## src/rtl/csela_wide_seq_if.sv

```systemverilog
// ============================================================================
// Module      : csela_wide_seq_if
// Description : Operand/result handshake bundle for csela_wide_seq.
//               master - producer/consumer side (drives operands, out_ready)
//               slave  - adder controller side (drives result, status)
//   in_valid/in_ready   : operand handshake (a, b, cin)
//   out_valid/out_ready : result handshake (sum, cout)
//   busy                : controller is in RUN or DONE
// Revision    : 1.0 - initial release
// ============================================================================
`default_nettype none

interface csela_wide_seq_if #(
  parameter int NBYTES = 4
);
  logic                  in_valid;
  logic                  in_ready;
  logic [8*NBYTES-1:0]   a;
  logic [8*NBYTES-1:0]   b;
  logic                  cin;
  logic                  out_valid;
  logic                  out_ready;
  logic [8*NBYTES-1:0]   sum;
  logic                  cout;
  logic                  busy;

  modport master (
    output in_valid, a, b, cin, out_ready,
    input  in_ready, out_valid, sum, cout, busy
  );

  modport slave (
    input  in_valid, a, b, cin, out_ready,
    output in_ready, out_valid, sum, cout, busy
  );
endinterface

`default_nettype wire

```

## src/rtl/csela_wide_seq.sv

```systemverilog
// ============================================================================
// Module      : csela_wide_seq
// Description : Sequential multi-precision adder. One 8-bit carry-select
//               slice is reused over NBYTES bytes, LSB first; the byte carry
//               is passed between cycles through a register only.
// Ports       : clk    - rising-edge clock
//               rst_n  - asynchronous active-low reset
//               bus    - csela_wide_seq_if.slave (operand/result handshakes,
//                        sum/cout result, busy status)
// Revision    : 1.0 - initial release
// ============================================================================
`default_nettype none

module csela_wide_seq #(
  parameter int NBYTES = 4
) (
  input  logic               clk,
  input  logic               rst_n,
  csela_wide_seq_if.slave    bus
);

  localparam int W    = 8 * NBYTES;
  localparam int IDXW = (NBYTES > 1) ? $clog2(NBYTES) : 1;
  localparam logic [IDXW-1:0] LAST_IDX = IDXW'(NBYTES - 1);

  typedef enum logic [1:0] {
    IDLE = 2'd0,
    RUN  = 2'd1,
    DONE = 2'd2
  } state_t;

  state_t            state;
  state_t            state_next;

  logic [W-1:0]      a_reg;
  logic [W-1:0]      b_reg;
  logic [W-1:0]      sum_reg;
  logic              carry_reg;
  logic [IDXW-1:0]   idx;

  logic [7:0]        a_byte;
  logic [7:0]        b_byte;
  logic [4:0]        lo_c0;
  logic [4:0]        lo_c1;
  logic [4:0]        hi_c0;
  logic [4:0]        hi_c1;
  logic [4:0]        lo_sel;
  logic [4:0]        hi_sel;
  logic [7:0]        slice_sum;
  logic              slice_cout;

  // 4-bit ripple adder; result is {carry_out, sum[3:0]}.
  function automatic logic [4:0] ripple4(input logic [3:0] x,
                                         input logic [3:0] y,
                                         input logic       c);
    logic [4:0] r;
    logic       cc;
    r  = '0;
    cc = c;
    for (int i = 0; i < 4; i++) begin
      r[i] = x[i] ^ y[i] ^ cc;
      cc   = (x[i] & y[i]) | (cc & (x[i] ^ y[i]));
    end
    r[4] = cc;
    return r;
  endfunction

  // Carry-select slice: each nibble is computed for both carry values in
  // parallel and the real incoming carry only drives the muxes.
  always_comb begin
    a_byte     = a_reg[8*idx +: 8];
    b_byte     = b_reg[8*idx +: 8];
    lo_c0      = ripple4(a_byte[3:0], b_byte[3:0], 1'b0);
    lo_c1      = ripple4(a_byte[3:0], b_byte[3:0], 1'b1);
    hi_c0      = ripple4(a_byte[7:4], b_byte[7:4], 1'b0);
    hi_c1      = ripple4(a_byte[7:4], b_byte[7:4], 1'b1);
    lo_sel     = carry_reg ? lo_c1 : lo_c0;
    hi_sel     = lo_sel[4] ? hi_c1 : hi_c0;
    slice_sum  = {hi_sel[3:0], lo_sel[3:0]};
    slice_cout = hi_sel[4];
  end

  // State register
  always_ff @(posedge clk or negedge rst_n) begin
    if (!rst_n) begin
      state <= IDLE;
    end else begin
      state <= state_next;
    end
  end

  // Next state and handshake outputs
  always_comb begin
    state_next    = state;
    bus.in_ready  = 1'b0;
    bus.out_valid = 1'b0;
    bus.busy      = 1'b0;
    case (state)
      IDLE: begin
        bus.in_ready = 1'b1;
        if (bus.in_valid) begin
          state_next = RUN;
        end
      end
      RUN: begin
        bus.busy = 1'b1;
        if (idx == LAST_IDX) begin
          state_next = DONE;
        end
      end
      DONE: begin
        bus.out_valid = 1'b1;
        bus.busy      = 1'b1;
        if (bus.out_ready) begin
          state_next = IDLE;
        end
      end
      default: begin
        state_next = IDLE;
      end
    endcase
  end

  // Datapath: operand capture and byte-serial accumulation
  always_ff @(posedge clk or negedge rst_n) begin
    if (!rst_n) begin
      a_reg     <= '0;
      b_reg     <= '0;
      sum_reg   <= '0;
      carry_reg <= 1'b0;
      idx       <= '0;
    end else begin
      case (state)
        IDLE: begin
          if (bus.in_valid) begin
            a_reg     <= bus.a;
            b_reg     <= bus.b;
            carry_reg <= bus.cin;
            idx       <= '0;
          end
        end
        RUN: begin
          sum_reg[8*idx +: 8] <= slice_sum;
          carry_reg           <= slice_cout;
          // idx parks on the last byte instead of wrapping
          if (idx != LAST_IDX) begin
            idx <= idx + 1'b1;
          end
        end
        default: begin
        end
      endcase
    end
  end

  assign bus.sum  = sum_reg;
  assign bus.cout = carry_reg;

endmodule

`default_nettype wire

```

## src/flat_wrapper.sv

```systemverilog
// flat-port wrapper written by rule: the top's interface ports become plain ports
module csela_wide_seq_flat 
#(
  parameter int NBYTES = 4
)
  (clk, rst_n, bus_in_valid, bus_a, bus_b, bus_cin, bus_out_ready, bus_in_ready, bus_out_valid, bus_sum, bus_cout, bus_busy);
  csela_wide_seq_if #(.NBYTES(NBYTES)) bus_i ();
  input  logic clk;
  input  logic rst_n;
  input wire logic [$bits(bus_i.in_valid)-1:0] bus_in_valid;
  input wire logic [$bits(bus_i.a)-1:0] bus_a;
  input wire logic [$bits(bus_i.b)-1:0] bus_b;
  input wire logic [$bits(bus_i.cin)-1:0] bus_cin;
  input wire logic [$bits(bus_i.out_ready)-1:0] bus_out_ready;
  output wire logic [$bits(bus_i.in_ready)-1:0] bus_in_ready;
  output wire logic [$bits(bus_i.out_valid)-1:0] bus_out_valid;
  output wire logic [$bits(bus_i.sum)-1:0] bus_sum;
  output wire logic [$bits(bus_i.cout)-1:0] bus_cout;
  output wire logic [$bits(bus_i.busy)-1:0] bus_busy;
  assign bus_i.in_valid = bus_in_valid;
  assign bus_i.a = bus_a;
  assign bus_i.b = bus_b;
  assign bus_i.cin = bus_cin;
  assign bus_i.out_ready = bus_out_ready;
  assign bus_in_ready = bus_i.in_ready;
  assign bus_out_valid = bus_i.out_valid;
  assign bus_sum = bus_i.sum;
  assign bus_cout = bus_i.cout;
  assign bus_busy = bus_i.busy;
  csela_wide_seq #(.NBYTES(NBYTES)) u_core (.clk(clk), .rst_n(rst_n), .bus(bus_i));
endmodule
```

## config.mk

```make
export PLATFORM = sky130hd
export DESIGN_NAME = csela_wide_seq_flat
export DESIGN_NICKNAME = d
export VERILOG_FILES = /design/src/rtl/csela_wide_seq_if.sv /design/src/rtl/csela_wide_seq.sv /design/src/flat_wrapper.sv
export SDC_FILE = /design/constraint.sdc
export NUM_CORES = 1
export LEC_CHECK = 0
export ABC_CLOCK_PERIOD_IN_PS = 7400
export BUFFER_PORTS_ARGS = -buffer_cell sky130_fd_sc_hd__buf_2
export CAP_MARGIN = 30
export CORE_ASPECT_RATIO = 0.7
export CORE_UTILIZATION = 25
export CTS_CLUSTER_SIZE = 25
export DETAILED_ROUTE_END_ITERATION = 6
export PLACE_DENSITY = 0.47
export SETUP_SLACK_MARGIN = 0.2
export SLEW_MARGIN = 5
export SYNTH_ARGS = -nofsm -noshare
export SYNTH_HDL_FRONTEND = slang
export SYNTH_SLANG_ARGS = --single-unit
```

## constraint.sdc

```tcl
create_clock -name clk -period 7.4 [get_ports clk]
set_input_delay 0.37 -clock clk [delete_from_list [all_inputs] [get_ports clk]]
set_output_delay 0.37 -clock clk [all_outputs]
set_load 0.03 [all_outputs]
```

# Word-level counts from Yosys, hierarchy flattened
# Index checks and enable logic that the tools add are counted.
# Widths: inputs -> output; s select.
word_totals:
  mem_bits_ro: 0
  ramBits: 0
  elab_cells: 98
  register_bits: 101
  mem_count: 0
  latchBits: 0
classes:
  shifts: 4
  n_mul: 0
  muxes: 15
  div_mod_pow: 0
  n_eq_ne: 8
  addsub: 2
  order_cmp: 0
  n_reduce_logical: 7
  bitwise: 56
ops:
  columns: ["op", "n"]
  rows:
  - ["$shiftx 32x6->8", 2]
  - ["$neg 5->34", 1]
  - ["$shift 8x34->32 const A", 1]
  - ["$shiftx 8x34->32", 1]
  - ["$bwmux 32", 1]
  - ["$and 1x1->1", 20]
  - ["$xor 1x1->1", 20]
  - ["$or 1x1->1", 14]
  - ["$mux 2", 5]
  - ["$mux 5", 2]
  - ["$ne 2x2->1 const B", 3]
  - ["$pmux 2 s3", 1]
  - ["$reduce_and 3->1", 2]
  - ["$eq 2x2->1 const B", 2]
  - ["$mux 1", 4]
  - ["$ne 2x1->1 const B", 2]
  - ["$pmux 2 s2", 1]
  - ["$reduce_and 2->1", 2]
  - ["$add 2x1->2 const B", 1]
  - ["$eq 2x1->1 const B", 1]
  - ["$logic_not 2->1", 1]
  - ["$not 1->1", 2]
  - ["$pmux 1 s2", 1]
  - ["$reduce_bool 2->1", 1]
  - ["$reduce_or 2->1", 1]

# Logic depth before layout (Yosys ltp)
# Gate-level depths: netlist (run 1).
depth:
  depth_word: 13
  mapped_depth: 17
  depth_no_buf: 16

# Worst setup path after synthesis (run 1)
# OpenSTA, ideal clock, no wires.
synth_path:
  kind: "flip-flop to flip-flop"
  from: "reg u_core.idx[0]"
  to: "reg u_core.sum_reg[15], in the netlist u_core.bus.sum[15]"
  period_less_slack_ns: 3.868
  setup_slack_ns: 3.532
  stages_incl_launch_ff: 17
  required_ns: 7.279
  setup_time_ns: 0.121
  arrival_ns: 3.747
  cell_sequence: "dfrtp_1 buf_6 mux4_2 inv_1 ha_1 nand2_1 o21ai_0 fa_1 fa_1 inv_1 fa_1 mux2i_1 fa_1 inv_1 fa_1 fa_1 a22o_1"
synth_between:
  elab_chain_cells: 13
  elab_cells_between_ends: 59
  cone_classes: "1 x add/sub; 4 x shift; 3 x mux; 51 x bitwise"
synth_rtl:
  columns: ["item", "line", "source"]
  rows:
  - ["start: declaration", "csela_wide_seq.sv:39", "logic [IDXW-1:0] idx;"]
  - ["start signal: assignment", "csela_wide_seq.sv:147", "idx <= idx + 1'b1;"]
  - ["$shiftx 32x6->8 (on tied branches)", "csela_wide_seq.sv:71, csela_wide_seq.sv:72", null]
  - ["$and 1x1->1 / $xor 1x1->1 (equally long branches)", "csela_wide_seq.sv:62, csela_wide_seq.sv:61", null]
  - ["$or 1x1->1", "csela_wide_seq.sv:62", "cc = (x[i] & y[i]) | (cc & (x[i] ^ y[i]));"]
  - ["$and 1x1->1", "csela_wide_seq.sv:62", null]
  - ["$or 1x1->1", "csela_wide_seq.sv:62", null]
  - ["$and 1x1->1", "csela_wide_seq.sv:62", null]
  - ["$or 1x1->1", "csela_wide_seq.sv:62", null]
  - ["$and 1x1->1", "csela_wide_seq.sv:62", null]
  - ["$or 1x1->1", "csela_wide_seq.sv:62", null]
  - ["$mux 5", "csela_wide_seq.sv:77", "lo_sel = carry_reg ? lo_c1 : lo_c0;"]
  - ["$mux 5", "csela_wide_seq.sv:78", "hi_sel = lo_sel[4] ? hi_c1 : hi_c0;"]
  - ["$shiftx 8x34->32", "csela_wide_seq.sv:143", "sum_reg[8*idx +: 8] <= slice_sum;"]
  - ["$bwmux 32 *", "csela_wide_seq.sv:143", null]
  - ["end signal: indexed assignment", "csela_wide_seq.sv:143", null]
  - ["end: declaration", "csela_wide_seq.sv:37", "logic [W-1:0] sum_reg;"]
# Mark *: on every way between the ends. The rest lies on a longest branch, timed or not.
# A chain may end at the register's enable or synchronous reset.

# Worst setup path after layout (run 1)
layout_path:
  from: "reg u_core.idx[0]"
  to: "reg u_core.sum_reg[23], in the netlist u_core.bus.sum[23]"
# Same word-level chain as after synthesis.

==> results.cfg, run 1 <==
[drt]
wirelength_mm = 11.0
viasPerCell = 4.47
drt-initial-drc-count = 144
dr_total_vias = 2952
drtAntennaViolNets = 0
drc_errors = 0
dr.pass1.iters = 4
wl_per_cell_um = 16.7

[finish]
fillers = 1815
drive_gt1_share_pct = 48.7
n_antenna_cell = 0
syn_to_final_growth_pct = 22.4
num-nets-final = 509
regArea_mm2 = 0.00253
multi_input_area_mm2 = 0.00192
fin_cells = 661

[floorplanning]
design.die.area_mm2 = 0.0189
chipHeight_um = 115
rows = 41
start_util_pct = 25.5
coreArea_mm2 = 0.0180
ios = 105
die_w_um = 164

[timing]
worst-slew-pin-transition_ps = 845
layout_min_cycle_time_ps = 4440
maxSlewViolCount = 0
finalSetupViolCount = 0
skew_ps = 8.12
finalHoldViolations = 0
fmax_mhz = 225
finalCritPeriodShare_pct = 60.0
rsz0062_at_grt = false
max_slew_margin_pct = 43.7
final.setup.tns_ps = 0

[logic_synthesis]
ys_seq_area_share_pct = 55.1
synth_ff_type = dfrtp_1
syn_nets = 403
syn_area_mm2 = 0.00459
ys_types = 29
ys_warn_count = 0
syn_inst = 315
syn_avg_cell_area_um2 = 14.6
yosys_register_bits = 101
synth_edf_count = 0
async_flop_share_pct = 100

[cts]
h-tree-depth = 3
post-cts-setup-buffers = 0
cts_root_buffer = clkbuf_16
clkTransAtPathRegs_ps = 70
cts-buffers-inserted = 9
clock_path_buffers = 2
clk_latency_ps = 340
cts.repair.resized = 0
postCtsHoldBufs = 0
clock-sinks = 101
cts_tree = yes

[grt]
globalRouteTotalUtil_pct = 12.3
grt_pass1_vias = 3017
grt_max_degree = 65
grt_overflow = 0
antenna_found_initial = 1
grt_pass1_wl_mm = 17.0

[power]
ir_drop_mv = 0.257
p_leak_nw = 2.63
powerDensity_mw_per_mm2 = 469

[placement]
portBuffers = 104
dp_cells = 646
globalplace.congestion = 0.787
hpwl_mm = 8.31

[job]
maxCapViolations = 0

[critical_path]
slowest_stage = dfrtp_2
path_max_fanout = 29
crit_buf_inv = 2
start_kind = flop
cpLargestDelayFamily = adder cells
critPathKind = flop to flop
cp.required_ps = 7630
path_common_cell = fa_1
crit_chain = mux4_2 -> ha_1 -> o21ai_0 -> fa_1 -> fa_1 -> inv_1 -> fa_1 -> mux2i_1 -> fa_1 -> inv_1 -> fa_1 -> fa_1 -> a22o_1
cpPeakStageDelay_ps = 890
arrival_ps = 4670
cp-end-kind = flop

[worst_hold_path]
hold_path.class = input pin to async pin

[run_status]
status = finished clean
==> power breakdown <==
| part | total, mW | internal, mW | switching, mW |
|---|---|---|---|
| Clock | 0.422 | 0.226 | 0.196 |
| Combinational | 1.27 | 0.572 | 0.701 |
| Sequential | 0.941 | 0.787 | 0.155 |
==> final cells by class <==
| type | count | share of cell area [%] |
|---|---|---|
| sequential | 101 | 45.0 |
| multi-input combinational | 184 | 34.2 |
| timing repair buffer | 107 | 9.71 |
| tap | 236 | 5.26 |
| clock buffer | 11 | 4.14 |
| inverter | 18 | 1.20 |
| clock inverter | 4 | 0.468 |
==> path summary, 6_finish.rpt <==
kind / start / end / slack [ps] / cells after the start
max in group asynchronous: rst_n / u_core.idx[0]$_DFFE_PN0P_ / 6190 / 2
max: u_core.idx[0]$_DFFE_PN0P_ / u_core.bus.sum[23]$_DFFE_PN0P_ / 2960 / 13
min reg2reg: u_core.bus.sum[17]$_DFFE_PN0P_ / u_core.bus.sum[17]$_DFFE_PN0P_ / 470 / 2
min in group clk: bus_b[21] / u_core.b_reg[21]$_DFFE_PN0P_ / 250 / 2
max reg2reg: u_core.idx[0]$_DFFE_PN0P_ / u_core.bus.sum[23]$_DFFE_PN0P_ / 2960 / 13
min: rst_n / u_core.bus.sum[29]$_DFFE_PN0P_ / 30 / 1
==> kinds of logic (layout without fill, tap and decap cells) <==
logic type      after synthesis  after routing  share of synthesized area, %
simple gates                 39             39                          4.83
flops                       101            101                          55.1
fa+ha+maj                    19             19                          6.16
mux                          82             82                          24.0
compound gates               42             42                          6.49
xor+xnor                      2              2                         0.382
buf+inv                      30            140                          3.05
==> cells in the final DEF (no fill, tap or decap) <==
cell type   Yosys  routed
nand2_1        19      19
and3_1          1       1
clkinvlp_4      0       1
nand4_1         2       2
nor2b_1         2       2
o211ai_1        1       1
o21ai_0        13      13
fa_1            6       6
clkinv_4        0       1
dfrtp_2         0       1
mux2_2         65      65
ha_1           13      13
buf_4           0       4
nand2b_1        4       4
nand2_2         2       2
nand3_1         2       2
dfrtp_1       101     100
inv_1          18      18
mux2i_1         1       1
buf_2          10     103
nor4b_2         1       1
and4b_1         1       1
and4_1          2       2
or4b_4          1       1
a31oi_1         2       2
nand4b_1        1       1
xor2_1          2       2
clkinv_2        0       2
o21ai_1         3       3
a22o_1         22      22
clkbuf_1        0       2
clkbuf_16       0       9
or2_2           1       1
mux4_2         16      16
a21oi_1         1       1
==> synthesized netlist by cell type, types with 2 or more instances <==
master / n / area (um2)
ha_1: 13 / 163
nand4_1: 2 / 12.5
and4_1: 2 / 17.5
inv_1: 18 / 67.6
a22o_1: 22 / 193
nand3_1: 2 / 10.0
a31oi_1: 2 / 12.5
xor2_1: 2 / 17.5
nand2_2: 2 / 12.5
o21ai_1: 3 / 15.0
nand2b_1: 4 / 25.0
mux2_2: 65 / 732
nor2b_1: 2 / 12.5
dfrtp_1: 101 / 2530
o21ai_0: 13 / 65.1
buf_6: 2 / 22.5
mux4_2: 16 / 360
nand2_1: 19 / 71.3
buf_2: 10 / 50.1
fa_1: 6 / 120
==> layer usage <==
metal | track usage (%) | routed length, um
met4 | 3.09 | 97
met1 | 17.6 | 5610
met5 | 0 | 13
met2 | 18.1 | 4650
met3 | 3.75 | 666
==> per-stage QoR <==
| step | setup slack [ps] | utilization [%] | cell area (um2) | hold WS (ps) | power, mW |
|---|---|---|---|---|---|
| finish | 2960 | 31.2 | 5620 | 27.1 | 2.64 |
| CTS | 2900 | 31.2 | 5620 | 49.1 | 2.68 |
| global placement | 2990 | 29.8 | 5360 | 406 | 2.21 |
| global route | 2650 | 31.2 | 5620 | 70.8 | 2.82 |
| floorplan | 3530 | - | 4590 | 74.4 | 1.83 |
| detailed placement | 2920 | 29.8 | 5360 | 412 | 2.25 |
(Power assumes the default switching activity.)
==> run 2: changes to the inputs <==
Settings changed: ABC_AREA set to 1, ABC_CLOCK_PERIOD_IN_PS 7400 to 4650.
Clock period 7.4 ns to 4.65 ns, I/O delays scaled along.
==> run 2 against run 1 <==
Effect of this change: area after synthesis is 7.9% higher; count of clock-buffer cells in the layout is the same; synthesized cell count increased by 92%; non-clock buffer count rose by 8; critical path depth is 6 higher; worst hold slack better by 83 ps; worst setup slack worse by 2300 ps; combinational power up 99%; sequential power up 58%; utilization up 0.56 points; flip-flop and latch count is the same; sequential share of layout area down 3.4 points; critical path type unchanged; critical endpoint is now u_core.bus.sum[31]$_DFFE_PN0P_.
==> results.cfg, run 2 <==
[run_status]
status = finished clean

[finish]
final_cell_mix = nand2_1 (224), buf_2 (103), dfrtp_1 (100), nand3_1 (69), inv_1 (32)
n_antenna_cell = 0
drive_gt1_share_pct = 22.5
syn_to_final_growth_pct = 22.7
num-nets-final = 785
design_area_mm2 = 0.00607
mostFrequentLayoutCell = nand2_1

[logic_synthesis]
synth_top_family_by_area = simple AND/OR/NAND/NOR gates
yosysMostFrequentCell = nand2_1
yosys_register_bits = 101
ys_warn_count = 0
syn_area_mm2 = 0.00495
ys_seq_area_share_pct = 51.0
synth_edf_count = 0
syn_nets = 692
synth-compound-area-share_pct = 8.04
syn_inst = 604
synthXorXnorAreaFrac_pct = 0
synth_top_area_share_pct = 51.0
syn_avg_cell_area_um2 = 8.20
ys_types = 22
netlist_top_cells_count = nand2_1 (224), dfrtp_1 (101), nand3_1 (69)
synth_ff_type = dfrtp_1
async_flop_share_pct = 100
synth_area_leaders = dfrtp_1 (51%), nand2_1 (17%), nand3_1 (7.0%), ha_1 (3.3%), o21ai_1 (2.8%)
muxShareOfSynthArea_pct = 0
yosys.area.top_type = dfrtp_1
synthSimpleGateAreaFrac_pct = 28.3
synth_fa_ha_area_share_pct = 5.71

[worst_hold_path]
hold_path.class = input pin to flop
min-delay-start = bus_b[10]
min_to = u_core.b_reg[10]$_DFFE_PN0P_
hold_path_depth = 3

[grt]
globalRouteTotalUtil_pct = 15.1
grt_pass1_vias = 4076
grt_max_degree = 80
antenna_found_initial = 0
grt_overflow = 0
grt_pass1_wl_mm = 23.1

[job]
maxCapViolations = 0

[critical_path]
reg2reg_slack_ps = 670
cp-end-kind = flop
r2r_start = u_core.idx[0]$_DFFE_PN0P_
critPathKind = flop to flop
path_max_fanout = 21
start_kind = flop
r2r_cells = 19
arrival_ps = 4260
cp.required_ps = 4930
reg2reg_to = u_core.bus.sum[31]$_DFFE_PN0P_

[power]
ir_drop_mv = 0.238
pwr-share-comb_pct = 52.2
powerDensity_mw_per_mm2 = 797
p_leak_nw = 3.23
intPower_mw = 2.53
switchingPower_mw = 2.31
switching_share_pct = 47.7
power_frac_seq_pct = 30.8
pwr-share-clk_pct = 17.0

[timing]
finalCritPeriodShare_pct = 85.6
finalSetupViolCount = 0
final.setup.tns_ps = 0
fin_ws_ps = 671
skew_ps = 8.77
finalHoldViolations = 0
worst-slew-pin-transition_ps = 827
fmax_mhz = 251
max_slew_margin_pct = 44.9
rsz0062_at_grt = false
maxSlewViolCount = 0
layout_min_cycle_time_ps = 3980

[placement]
preCtsSetupSlack_ps = 533
globalplace.congestion = 0.767
portBuffers = 104
dpl-instance-area_mm2 = 0.00572
hpwl_mm = 10.8

[drt]
wl_per_cell_um = 14.8
dr_total_vias = 4063
wirelength_mm = 14.3
drtAntennaViolNets = 0
drt-initial-drc-count = 275
dr.pass1.iters = 4
viasPerCell = 4.21
drc_errors = 0

[cts]
clkTransAtPathRegs_ps = 70
cts_tree = yes
post-cts-setup-buffers = 0
h-tree-depth = 3
cts_root_buffer = clkbuf_16
cts-buffers-inserted = 9
clk_latency_ps = 350
clock_path_buffers = 2
clock-sinks = 101

[floorplanning]
chipHeight_um = 120
rows = 42
coreArea_mm2 = 0.0191
design.die.area_mm2 = 0.0204
die_w_um = 170
start_util_pct = 25.9
ios = 105
[run 2: changes by cell type after synthesis, moves of 8 or more]
cell | before | now
a22o_1 | 22 | 0
mux2_2 | 65 | 0
a21oi_1 | 1 | 21
buf_4 | 0 | 8
buf_2 | 10 | 19
nand2_1 | 19 | 224
o21ai_1 | 3 | 28
nand3_1 | 2 | 69
mux4_2 | 16 | 0
inv_2 | 0 | 12
nor2_1 | 0 | 26
inv_1 | 18 | 32
[run 2: repair_timing]
action | 4_1_cts | 5_1_grt
setup endpoints to repair | 0 | 5
hold buffers | 1 | 0
gates resized for setup | 0 | 3
endpoints found under the hold margin | 11 | 0
[run 2: final cells by class]
cell class                      instances  area, um2
Clock inverter                          5       81.3
Tap cell                              264        330
Timing Repair Buffer                  115        641
Fill cell                            2126      13100
Inverter                               44        168
Sequential cell                       101       2530
Clock buffer                           11        243
Multi-Input combinational cell        426       2080
[run 2: worst max path at each step]
stage,from,end,slack [ps],cells after the start
floorplan,u_core.idx[0]$_DFFE_PN0P_,u_core.bus.sum[15]$_DFFE_PN0P_,850,20
global placement,u_core.idx[0]$_DFFE_PN0P_,u_core.bus.sum[15]$_DFFE_PN0P_,610,19
detailed placement,u_core.idx[0]$_DFFE_PN0P_,u_core.bus.sum[15]$_DFFE_PN0P_,530,17
CTS,u_core.idx[0]$_DFFE_PN0P_,u_core.bus.sum[31]$_DFFE_PN0P_,510,17
global route,u_core.idx[0]$_DFFE_PN0P_,u_core.bus.sum[15]$_DFFE_PN0P_,270,17
finish,u_core.idx[0]$_DFFE_PN0P_,u_core.bus.sum[31]$_DFFE_PN0P_,670,19
[run 2: cells by family (layout without fill, tap and decap cells)]
group                    Yosys count  in the layout
adder cells (fa/ha/maj)           19             19
buffers and inverters             77            175
AO/OA/AOI/OAI                     73             73
AND/OR/NAND/NOR                  334            334
flip-flops                       101            101
[run 2: through the flow]
stage	power, mW	std cells	utilization [%]	hold slack [ps]
3_5_place_dp	4.06	948	29.9	97.2
4_1_cts	4.89	965	31.6	96.3
3_3_place_gp	4.04	947	29.7	455
5_1_grt	5.30	966	31.8	105
6_report	4.84	966	31.8	110
2_1_floorplan	3.25	604	-	-63.1
[run 2: power by group through the flow]
stage          sequential [mW]  combinational (mW)  clock [mW]
2_1_floorplan             1.62                1.63           0
6_report                  1.49                2.53       0.824
5_1_grt                   1.53                2.89       0.880
4_1_cts                   1.49                2.56       0.844
3_3_place_gp              1.51                2.53           0
3_5_place_dp              1.50                2.55           0
[run 2: layer usage]
metal | share of wire [%] | GRT usage [%] | wire [um]
met3 | 5.4 | 3.79 | 768
met2 | 37 | 19.4 | 5250
met1 | 57 | 24.6 | 8150
met5 | 0 | 0 | 0
met4 | 0.72 | 2.65 | 103
[run 2: critical path, cell delays in order, from the launching register on]
cell      delay, ps
dfrtp_2         470
inv_4           220
o211ai_1        110
nand2_1         100
inv_2            40
ha_1            180
nand2_1          50
o21ai_0         100
fa_1            390
fa_1            360
inv_1            70
fa_1            220
nand2_1          60
o21ai_0         100
fa_1            210
inv_1            50
fa_1            370
fa_1            550
nand3_1         110
o21ai_1         150
==> run 3: changes to the inputs <==
--- a/config.mk
+++ b/config.mk
@@ -6,5 +6,4 @@
 export NUM_CORES = 1
 export LEC_CHECK = 0
-export ABC_AREA = 1
 export ABC_CLOCK_PERIOD_IN_PS = 4650
 export BUFFER_PORTS_ARGS = -buffer_cell sky130_fd_sc_hd__buf_2
@@ -15,4 +14,5 @@
 export DETAILED_ROUTE_END_ITERATION = 6
 export PLACE_DENSITY = 0.47
+export RECOVER_POWER = 25
 export SETUP_SLACK_MARGIN = 0.2
 export SLEW_MARGIN = 5
==> constraint.sdc (replaced) <==
create_clock -name clk -period 4.65 [get_ports clk]
set_input_delay 1.1625 -clock clk [delete_from_list [all_inputs] [get_ports clk]]
set_output_delay 1.1625 -clock clk [all_outputs]
set_load 0.03 [all_outputs]
==> run 3 against run 2 <==
Effect of this change: the run now ends with max-capacitance violations, max-slew violations left; combinational power decreased by 19%; worst hold slack improved by 370 ps; count of clock-buffer cells in the layout is the same; sequential share of layout area is 2.7 points higher; routed wire length decreased by 20%; non-clock buffer count shrank 5; clock power is 0.7% lower; final cell count is 31% lower; utilization fell by 0.11 points; critical path type unchanged; critical endpoint unchanged.
==> results.cfg, run 3 (synthesized netlist as in run 1, its figures left out) <==
[grt]
grt_max_degree = 50
grt_pass1_vias = 3192
grt_overflow = 0
antenna_found_initial = 5
globalRouteTotalUtil_pct = 12.9
grt_pass1_wl_mm = 18.0

[finish]
fillers = 1821
design_area_mm2 = 0.00570
regArea_mm2 = 0.00253
mostFrequentLayoutCell = buf_2
drive_gt1_share_pct = 49.2
num-nets-final = 512
final_cell_mix = buf_2 (103), dfrtp_1 (100), mux2_2 (65), a22o_1 (22), nand2_1 (19)
multi_input_area_mm2 = 0.00192
syn_to_final_growth_pct = 24.2

[timing]
fmax_mhz = 249
rsz0062_at_grt = false
final.setup.tns_ps = 0
finalCritPeriodShare_pct = 86.3
finalHoldViolations = 0
worst-slew-pin-transition_ps = 2690
fin_ws_ps = 637
max_slew_margin_pct = -79.0
maxSlewViolCount = 50
finalSetupViolCount = 0
skew_ps = 6.75
layout_min_cycle_time_ps = 4010

[critical_path]
start_kind = flop
path_max_fanout = 6
crit_chain = mux4_2 -> inv_1 -> ha_1 -> nand2_1 -> o21ai_0 -> fa_1 -> fa_1 -> inv_1 -> fa_1 -> mux2i_1 -> fa_1 -> inv_1 -> fa_1 -> fa_1 -> a22o_1
cp.required_ps = 4880
path_common_cell = fa_1
critPathKind = flop to flop
reg2reg_slack_ps = 640
cp-end-kind = flop
slowest_stage = fa_1
cpPeakStageDelay_ps = 510
arrival_ps = 4240

[floorplanning]
die_w_um = 164
start_util_pct = 25.5
coreArea_mm2 = 0.0180
ios = 105
design.die.area_mm2 = 0.0189
rows = 41
chipHeight_um = 115

[placement]
preCtsSetupSlack_ps = 640
hpwl_mm = 8.74
portBuffers = 104
globalplace.congestion = 0.806
dpl-instance-area_mm2 = 0.00538

[power]
p_leak_nw = 2.67
ir_drop_mv = 0.250
powerDensity_mw_per_mm2 = 765
fin_total_pwr_mw = 4.36

[drt]
drtAntennaViolNets = 0
wl_per_cell_um = 17.2
wirelength_mm = 11.5
drc_errors = 0
dr.pass1.iters = 6
viasPerCell = 4.47
dr_total_vias = 2980
drt-initial-drc-count = 78

[cts]
cts.repair.resized = 0
cts_root_buffer = clkbuf_16
post-cts-setup-buffers = 0
clock_path_buffers = 2
clk_latency_ps = 340
h-tree-depth = 3
cts-buffers-inserted = 9
clock-sinks = 101
clkTransAtPathRegs_ps = 70
cts_tree = yes
postCtsHoldBufs = 0

[job]
maxCapViolations = 1

[run_status]
status = finished, violations left
failed_checks = max-capacitance violations, max-slew violations

[worst_hold_path]
hold_path.class = flop to flop
-- run 3: cell types whose count changed in the layout (fill, tap and decap cells not counted), moves of 4 or more --
cell / delta
a21oi_1: -20
a22o_1: +22
buf_4: -5
inv_1: -14
inv_2: -11
mux2_2: +65
mux4_2: +16
nand2_1: -205
nand2b_1: +4
nand3_1: -67
nand4_1: -4
nor2_1: -26
o21ai_1: -25
o21ai_2: -6
-- run 3: metal layers --
metal	global-route usage, %	vias up	part of all wire [%]
met5	0	-	0.35
met2	19.2	97	42
met4	3.21	6	1.1
met1	17.3	1499	48
li1	-	1358	-
met3	5.59	20	9.0
-- run 3: area by class of cell --
| cell class | instances | area share, % |
|---|---|---|
| clock buffers | 11 | 4.26 |
| multi-input cells | 184 | 33.7 |
| clock inverters | 5 | 1.43 |
| well taps | 236 | 5.18 |
| repair buffers | 110 | 9.81 |
| diodes | 1 | 0.0439 |
| flip-flops and latches | 101 | 44.4 |
| inverters | 18 | 1.19 |
-- run 3: worst max-delay path, delay by kind of cell, from the launching register on --
kind	cells	cell delay [ps]
adders and majority gates	7	2260
muxes	2	610
DFF	1	480
AOI/OAI and AO/OA	2	310
buffers and inverters	3	180
and+or+nand+nor	1	60
-- run 3: path summary, 6_finish.rpt --
kind,startpoint,end,cells after the start
max,u_core.idx[0]$_DFFE_PN0P_,u_core.bus.sum[31]$_DFFE_PN0P_,15
min,u_core.bus.sum[26]$_DFFE_PN0P_,u_core.bus.sum[26]$_DFFE_PN0P_,2
max reg2reg,u_core.idx[0]$_DFFE_PN0P_,u_core.bus.sum[31]$_DFFE_PN0P_,15
min reg2reg,u_core.bus.sum[26]$_DFFE_PN0P_,u_core.bus.sum[26]$_DFFE_PN0P_,2
max in group asynchronous,rst_n,u_core.bus.sum[6]$_DFFE_PN0P_,2
min in group asynchronous,rst_n,u_core.bus.sum[21]$_DFFE_PN0P_,1
-- run 3: where the power goes --
part / internal (mW) / total, mW / switching, mW / leakage, nW
registers: 1.25 / 1.48 / 0.223 / 1.26
logic: 0.917 / 2.06 / 1.15 / 1.26
clock network: 0.488 / 0.818 / 0.331 / 0.156
-- run 3: through the flow --
stage	utilization (%)	hold slack, ps	std cells
after floorplan	-	474	315
after global placement	29.9	463	649
after detailed placement	29.9	473	649
after CTS	31.7	488	665
after global routing	31.6	518	665
final	31.7	482	666
